<file path="config.mk">
export PLATFORM = sky130hd
export DESIGN_NAME = pwm_capture
export DESIGN_NICKNAME = d
export VERILOG_FILES = /design/src/rtl/pwm_capture.sv
export SDC_FILE = /design/constraint.sdc
export NUM_CORES = 1
export LEC_CHECK = 0
export BUFFER_PORTS_ARGS = -buffer_cell sky130_fd_sc_hd__buf_4
export CAP_MARGIN = 10
export CORE_MARGIN = 2
export CORE_UTILIZATION = 50
export DETAILED_ROUTE_END_ITERATION = 8
export GPL_ROUTABILITY_DRIVEN = 0
export PLACE_DENSITY_LB_ADDON = 0.12
export SYNTH_ARGS = -nofsm -noshare
export SYNTH_HDL_FRONTEND = slang
export SYNTH_SLANG_ARGS = --single-unit
</file>
<file path="constraint.sdc">
create_clock -name clk -period 6.7 [get_ports clk]
set_input_delay 1.34 -clock clk [delete_from_list [all_inputs] [get_ports clk]]
set_output_delay 1.34 -clock clk [all_outputs]
set_load 0.1 [all_outputs]
</file>
<file path="src/rtl/pwm_capture.sv">
// PWM high-time/period meter, 3 clk edge latency (3+FILTER_LEN with PWM_CAPTURE_GLITCH_FILTER_EN);
// free-running with no backpressure: valid pulses once per completed cycle, timeout flags a dead line.
module pwm_capture #(
  parameter int W          = 32,
  parameter int TIMEOUT    = 2_000_000,
  parameter int FILTER_LEN = 4
) (
  input  logic         clk,
  input  logic         rst,
  input  logic         pwm_in,
  output logic [W-1:0] duty_out,
  output logic [W-1:0] period_out,
  output logic         valid,
  output logic         timeout,
  output logic         locked
);

  typedef enum logic [1:0] {IDLE, HIGH, LOW} state_t;

  localparam logic [W-1:0] TO_VAL = W'(TIMEOUT);
  localparam logic [W-1:0] ONE    = W'(1);

  if (FILTER_LEN < 1) begin : g_bad_filter_len
    $error("pwm_capture: FILTER_LEN must be at least 1");
  end
  if ((TIMEOUT < 2) || (longint'(TIMEOUT) >= ((64'd1 << W) - 64'd1))) begin : g_bad_timeout
    $error("pwm_capture: TIMEOUT must lie in [2, 2**W-1)");
  end

  logic         s0_q, s1_q, prev_q;
  logic         lvl;
  logic         rise, fall;
  state_t       state_q, state_d;
  logic [W-1:0] cnt_q, cnt_d;
  logic [W-1:0] hi_w_q, hi_w_d;
  logic [W-1:0] duty_q, duty_d;
  logic [W-1:0] period_q, period_d;
  logic         valid_q, valid_d;
  logic         timeout_q, timeout_d;
  logic         locked_q, locked_d;

`ifdef PWM_CAPTURE_GLITCH_FILTER_EN
  localparam int RW = $clog2(FILTER_LEN + 1);

  logic          filt_q, filt_d;
  logic [RW-1:0] run_q, run_d;

  // run_q counts consecutive samples that disagree with the filtered level
  always_comb begin
    filt_d = filt_q;
    run_d  = '0;
    if (s1_q != filt_q) begin
      if (run_q == RW'(FILTER_LEN - 1)) begin
        filt_d = s1_q;
      end else begin
        run_d = run_q + 1'b1;
      end
    end
  end

  always_ff @(posedge clk or posedge rst) begin
    if (rst) begin
      filt_q <= 1'b0;
      run_q  <= '0;
    end else begin
      filt_q <= filt_d;
      run_q  <= run_d;
    end
  end

  assign lvl = filt_q;
`else
  assign lvl = s1_q;
`endif

  assign rise = lvl & ~prev_q;
  assign fall = ~lvl & prev_q;

  always_comb begin
    state_d   = state_q;
    hi_w_d    = hi_w_q;
    duty_d    = duty_q;
    period_d  = period_q;
    valid_d   = 1'b0;
    timeout_d = timeout_q;

    if (rise) begin
      cnt_d = ONE;
    end else if (cnt_q < TO_VAL) begin
      cnt_d = cnt_q + ONE;
    end else begin
      cnt_d = cnt_q;
    end

    case (state_q)
      IDLE: begin
        if (rise) begin
          state_d = HIGH;
        end
      end
      HIGH: begin
        if (fall) begin
          state_d = LOW;
          hi_w_d  = cnt_q;
        end else if (cnt_q == TO_VAL) begin
          state_d   = IDLE;
          timeout_d = 1'b1;
        end
      end
      LOW: begin
        // a rise landing on the timeout cycle still completes the measurement
        if (rise) begin
          state_d   = HIGH;
          duty_d    = hi_w_q;
          period_d  = cnt_q;
          valid_d   = 1'b1;
          timeout_d = 1'b0;
        end else if (cnt_q == TO_VAL) begin
          state_d   = IDLE;
          timeout_d = 1'b1;
        end
      end
      default: state_d = IDLE;
    endcase

    locked_d = (state_d != IDLE);
  end

  always_ff @(posedge clk or posedge rst) begin
    if (rst) begin
      s0_q      <= 1'b0;
      s1_q      <= 1'b0;
      prev_q    <= 1'b0;
      state_q   <= IDLE;
      cnt_q     <= '0;
      hi_w_q    <= '0;
      duty_q    <= '0;
      period_q  <= '0;
      valid_q   <= 1'b0;
      timeout_q <= 1'b0;
      locked_q  <= 1'b0;
    end else begin
      s0_q      <= pwm_in;
      s1_q      <= s0_q;
      prev_q    <= lvl;
      state_q   <= state_d;
      cnt_q     <= cnt_d;
      hi_w_q    <= hi_w_d;
      duty_q    <= duty_d;
      period_q  <= period_d;
      valid_q   <= valid_d;
      timeout_q <= timeout_d;
      locked_q  <= locked_d;
    end
  end

  assign duty_out   = duty_q;
  assign period_out = period_q;
  assign valid      = valid_q;
  assign timeout    = timeout_q;
  assign locked     = locked_q;

endmodule

</file>
==> run metrics, run 1 <==
area of the multi-input gates roughly 2000 um2; H-Tree Depth 4; antenna diode count 0; Final Max Slew Viols 0; number of buffers added on ports 69; DR iter-0 viols 130; WL/cell ~17 um; Seq pwr share between 30% and 40%; Worst Tran Pin Value ~840 ps; Resize count post-CTS 0; Routed WL a little over 10 mm; setup TNS 0 ps; initial antenna violation count 0; syn nets between 300 and 400; Reg clk slew, reported paths about 60 ps; Initial Util between 50 and 60%; Synth Cell Area 5550 um2; clock tree buffer depth 2; status completed; Syn-to-layout area delta 24.1%; switching pwr 660 uW; Distinct cells, synth 44; CP Capture Type register; vias in the first global route 3,332; Post-Synthesis Cells between 300 and 400; first-pass GRT wire length 17.2 mm; GR Util All Layers 19.1%; Top Ports 70; RSZ-0062 raised after global routing no; leak pwr 3.40 nW; GRT overflow 0; setup violators final 0; DIE HEIGHT 109 um; fillcell total around 800; worst hold path type reg2reg; TritonCTS Buffers 17; clock sink count between 100 and 150; remaining antenna violation count 0; cell-internal power around 1.7 mW; Pwr per Cell Area between 300 and 400 nW/um2; CP startpoint kind register; setup bufs post-CTS 0; asr flop ratio synth 100%; Post-DP HPWL roughly 6.7 mm; Gate power share approximately 16%; clock share of power 45.7%; largest net degree at the start of global routing 74; top fanout value on the critical path 39; worst rel slew slack 43.7%; synthesized area per cell 14.1 um2; Pwr Total 2.38 mW; layout cells sized above 1 45.3%; CTS tree built; Worst Skew 6.87 ps; die area 12,000 um2; peak supply drop about 410 uV; Synth Flop Type dfrtp_1; drt pass-1 iters 4; number of synthesized flops with an enable pin 0; Max Cap Violations 0; Core Rows 38; Final period util a little under 40%; nets@finish 471; routed vias/inst 5.34; Net Sw Frac 27.7%; core region area 10,800 um2; synthesized flop and latch total 136; Setup CP Type reg2reg; Final Hold Viols 0; vias ~3,300; register area share after synthesis 61.3%; Period minus WS final roughly 2700 ps; hold-fix buffer count after cts 0; sequential cell area 3400 um2; clock latency on the worst-skew pair around 520 ps; Worst EP arrival roughly 3000 ps; WP data required about 7100 ps; die width approximately 110 um; Synth Warn # 0; f_max ~0.38 GHz; DR DRC count 0; clock root buffer clkbuf_8
[critical path, stage by stage (launching register included)]
cell	delay, ps
dfrtp_1	380
nand2b_1	450
nor2_4	720
buf_4	560
mux2_2	390
[stage by stage]
step                cells  utilization (%)  hold WS, ps  cell area, um2  setup WS, ps
global route          619             63.6          363            6890          3800
CTS                   619             63.6          352            6890          3980
global placement      587             57.1          333            6190          3940
floorplan             394                -          331            5550          1720
finish                619             63.6          352            6890          4040
detailed placement    587             57.1          339            6190          3910
[placed cells by master, fill, tap and decap left out, types with 2 or more instances in the layout]
cell,Yosys,routed
nand4_1,6,6
inv_6,0,2
nand2_1,12,12
buf_4,0,74
nor4_2,10,10
bufinv_16,0,7
xnor2_1,18,18
and4bb_1,2,2
inv_1,6,5
nor4b_2,2,2
nor3_2,3,3
dfrtp_1,136,136
nor2b_1,3,3
clkbuf_16,0,16
o21ai_0,4,4
nor3_1,6,6
clkbuf_8,0,4
mux2_2,89,89
nand2b_1,3,3
a21oi_1,2,2
nor2_1,25,24
mux2_1,4,4
and2_1,13,13
ha_1,2,2
nand3_1,6,6
[worst paths after layout]
check	start	endpoint	slack, ps	cells after the start
worst max-delay path	prev_q	period_out[14]	4040	4
worst min-delay path	s0_q	lvl	350	0
worst max register to register	prev_q	period_out[14]	4040	4
worst min register to register	s0_q	lvl	350	0
max in group asynchronous	rst	cnt_q[16]	4550	3
min in group asynchronous	rst	period_out[11]	930	2
[synth_stat cells, types with 2 or more instances]
cell type,n,share of area (%)
ha_1,2,0.45
nor3_1,6,0.54
mux2_2,89,18
dfrtp_1,136,61
nand2b_1,3,0.34
buf_6,2,0.41
and4bb_1,2,0.45
nand2_1,12,0.81
nor2b_1,3,0.34
nor2_1,25,1.7
o21ai_0,4,0.36
inv_1,6,0.41
and2_1,13,1.5
clkbuf_1,6,0.41
nor4_2,10,2.3
nand3_1,6,0.54
mux2_1,4,0.81
buf_2,13,1.2
nor3_2,3,0.54
a21oi_1,2,0.18
nand4_1,6,0.68
nor4b_2,2,0.54
xnor2_1,18,2.8
[flip-flops by register name, summed over array words and instances, names as in the netlist]
name / flops
cnt_q: 32
duty_out: 32
hi_w_q: 32
period_out: 32
state_q: 2
locked: 1
lvl: 1
prev_q: 1
s0_q: 1
timeout: 1
valid: 1
[layer usage]
| layer | GRT usage (%) | wire (um) | vias up | share of wire (%) |
|---|---|---|---|---|
| li1 | - | - | 1532 | - |
| met1 | 25.8 | 4780 | 1701 | 46 |
| met2 | 29.9 | 5130 | 62 | 49 |
| met3 | 5.75 | 380 | 8 | 3.7 |
| met4 | 5.70 | 92 | 0 | 0.89 |
| met5 | 0 | 0 | - | 0 |
[cells by family (layout without fill, tap and decap cells)]
family	after synthesis	count (layout)	share of synthesized area [%]
DFF	136	136	61.3
and+or+nand+nor	103	103	12.1
muxes	93	93	18.9
buffers and inverters	27	112	2.39
xor gates and xnor gates	18	18	2.84
AOI/OAI and AO/OA	15	15	2.03
adders and majority gates	2	2	0.451
[power groups by stage]
stage	clock (mW)	combinational [mW]	sequential, mW
after global routing	1.15	0.390	0.932
after CTS	1.11	0.376	0.924
after detailed placement	0	0.375	0.939
final	1.09	0.371	0.922
after global placement	0	0.371	0.936
after floorplan	0	0.117	1.11
[layout make-up]
class | count | area share, %
clock buffers | 21 | 6.66
clock inverters | 11 | 3.49
inverters | 6 | 0.399
multi-input cells | 231 | 29.5
flip-flops and latches | 136 | 49.4
well taps | 140 | 2.54
repair buffers | 74 | 8.06
No activity file was read; power rests on OpenSTA's default activity.
==> run 2, diff against run 1 <==
--- a/config.mk
+++ b/config.mk
@@ -5,6 +5,7 @@
 export SDC_FILE = /design/constraint.sdc
 export NUM_CORES = 1
 export LEC_CHECK = 0
+export ABC_AREA = 1
 export BUFFER_PORTS_ARGS = -buffer_cell sky130_fd_sc_hd__buf_4
 export CAP_MARGIN = 10
 export CORE_MARGIN = 2
==> constraint.sdc (replaced) <==
create_clock -name clk -period 2.7 [get_ports clk]
set_input_delay 0.54 -clock clk [delete_from_list [all_inputs] [get_ports clk]]
set_output_delay 0.54 -clock clk [all_outputs]
set_load 0.1 [all_outputs]
==> run 2 against run 1 <==
Routed wire length grew 23%. Hold slack lost 330 ps. Global-route usage grew 2.8 points. Critical path depth grew 5. Synthesized cell count grew 71%. Count of clock-buffer cells in the layout grew 5. First-iteration DRC count grew to 2.7 times the previous value.
==> run metrics, run 2 <==
leak pwr approximately 3.5 nW; xor-xnor portion of the synthesized cell area approximately 1.2%; CP startpoint kind register; CTS tree built; DR DRC count 0; fraction of the mapped netlist area in adder cells less than 1%; Final Max Slew Viols 0; clock tree buffer depth 2; worst rel slew slack 39.7%; RSZ-0062 raised after global routing no; antenna diode count 0; hold-fix buffer count after cts 0; syn nets between 600 and 700; Synth Warn # 0; vias in the first global route ~4,400; status completed; Post-Synthesis Cells 673; asr flop ratio synth between 90% and 100%; peak supply drop 647 uV; setup bufs post-CTS 0; Synth Flop Type dfrtp_1; Period minus WS final around 1800 ps; Resize count post-CTS 0; register area share after synthesis 59.6%; H-Tree Depth 4; vias roughly 4,600; synthesized flop and latch total between 100 and 150; worst hold path type in2async; WP data required approximately 3000 ps; top fanout value on the critical path 21; core region area about 11,000 um2; Area contributors post-synth dfrtp_1 60%, nand2_1 17%, o21ai_0 5.6%, nor2_1 4.4%, nand3_1 3.1%; Worst EP arrival ~2100 ps; f_max approximately 0.55 GHz; setup TNS 0 ps; number of instances in the placed design between 800 and 900; GRT overflow 0; Synth Cell Area 5710 um2; first-pass GRT wire length roughly 21 mm; die area roughly 12,000 um2; Worst Tran Pin Value 904 ps; count leader, synth nand2_1; drt pass-1 iters 5; clock sink count around 140; layout cells sized above 1 15.1%; worst hold margin 24.1 ps; largest net degree at the start of global routing 98; DR iter-0 viols 349; clock latency on the worst-skew pair about 400 ps; setup violators final 0; remaining antenna violation count 0; post-synthesis compound-gate area fraction under 10%; synth cell count leaders 264 x nand2_1, 136 x dfrtp_1, 67 x nor2_1; number of buffers added on ports a little under 70; Routed WL ~13 mm; Pwr per Cell Area about 760 nW/um2; Simple-Gate Fraction of Synth Area ~28%; Setup CP Type reg2reg; main combinational cell family by area after synthesis simple AND/OR/NAND/NOR gates; post-synth top area share between 50% and 60%; Post-DP HPWL roughly 8.4 mm; WL/cell around 14 um; Initial Util a little over 50%; Final Hold Viols 0; fillcell total around 950; nets@finish 745; Reg clk slew, reported paths ~50 ps; Max Cap Violations 0; TritonCTS Buffers 17; Syn-to-layout area delta 20.3%; CP Capture Type register; clock root buffer clkbuf_16; Core Rows 39; Synth area leader dfrtp_1; DIE HEIGHT between 100 and 150 um; mux cell area share after synthesis 0%; Final period util about 67%; Worst Skew 6.20 ps; GR Util All Layers between 20% and 30%; routed vias/inst 5.14; die width ~110 um; number of synthesized flops with an enable pin 0; Top Ports 70; Distinct cells, synth 26; synthesized area per cell between 8 and 9 um2; most frequent cells in the layout 264 x nand2_1, 136 x dfrtp_1, 75 x buf_4, 67 x nor2_1, 64 x o21ai_0; initial antenna violation count 0; fin cells a little under 900; commonest non-fill, non-tap cell in the layout nand2_1
-- run 2: cell types whose count changed after synthesis, moves of 29 or more --
cell	delta
o21ai_0	+60
mux2_2	-89
nand3_1	+29
nand2_1	+252
nor2_1	+42
inv_1	+32
-- run 2: final timing paths --
check                      slack (ps)  startpoint          end  cells after the start
max                               890   cnt_q[18]    cnt_q[17]                      9
min                                20         rst  duty_out[5]                      2
max reg2reg                       890   cnt_q[18]    cnt_q[17]                      9
min reg2reg                       350        s0_q          lvl                      0
max in group asynchronous        2070         rst  duty_out[0]                      3
min in group clk                  240      pwm_in         s0_q                      1
-- run 2: per-layer routing --
metal / GRT usage, % / vias up / wire length (um)
met5: 0 / - / 0
met4: 10.2 / 0 / 276
met3: 5.41 / 25 / 596
met2: 31.4 / 133 / 5860
met1: 31.5 / 2186 / 5990
li1: - / 2246 / -
-- run 2: final cells by class --
class / count / area, um2 / area share, %
flip-flops and latches: 136 / 3400 / 49.5
multi-input cells: 468 / 2020 / 29.5
clock inverters: 3 / 18.8 / 0.273
clock buffers: 26 / 489 / 7.12
well taps: 143 / 179 / 2.60
repair buffers: 77 / 603 / 8.78
inverters: 40 / 154 / 2.24
-- run 2: logic make-up (layout without fill, tap and decap cells) --
family | count (synthesis) | after routing
buf+inv | 69 | 146
compound gates | 66 | 66
xor+xnor | 8 | 8
fa+ha+maj | 2 | 2
simple gates | 392 | 392
flops | 136 | 136
-- run 2: worst max-delay path, stage by stage, from the launching register on --
cell and delay (ps):
dfrtp_1 430, nand2_1 140, nor3_2 130, nand2_1 80, nor2_2 180, nand2_2 120, nand2_4 220, nand2_4 200
nand2_1 120, nand2_1 50
-- run 2: stage by stage --
step | setup WS (ps) | area, um2 | utilization (%) | total power [mW]
after global routing | 691 | 6870 | 61.0 | 5.45
after CTS | 906 | 6870 | 61.0 | 5.28
final | 891 | 6870 | 61.0 | 5.24
after floorplan | 467 | 5720 | - | 3.03
after global placement | 956 | 6360 | 56.5 | 3.24
after detailed placement | 921 | 6360 | 56.5 | 3.26
-- run 2: where the power goes --
| group | total, mW | leakage (nW) | switching [mW] | internal [mW] |
|---|---|---|---|---|
| registers | 2.27 | 1.87 | 0.0985 | 2.17 |
| logic | 0.952 | 1.37 | 0.764 | 0.189 |
| clock network | 2.01 | 0.250 | 0.786 | 1.23 |
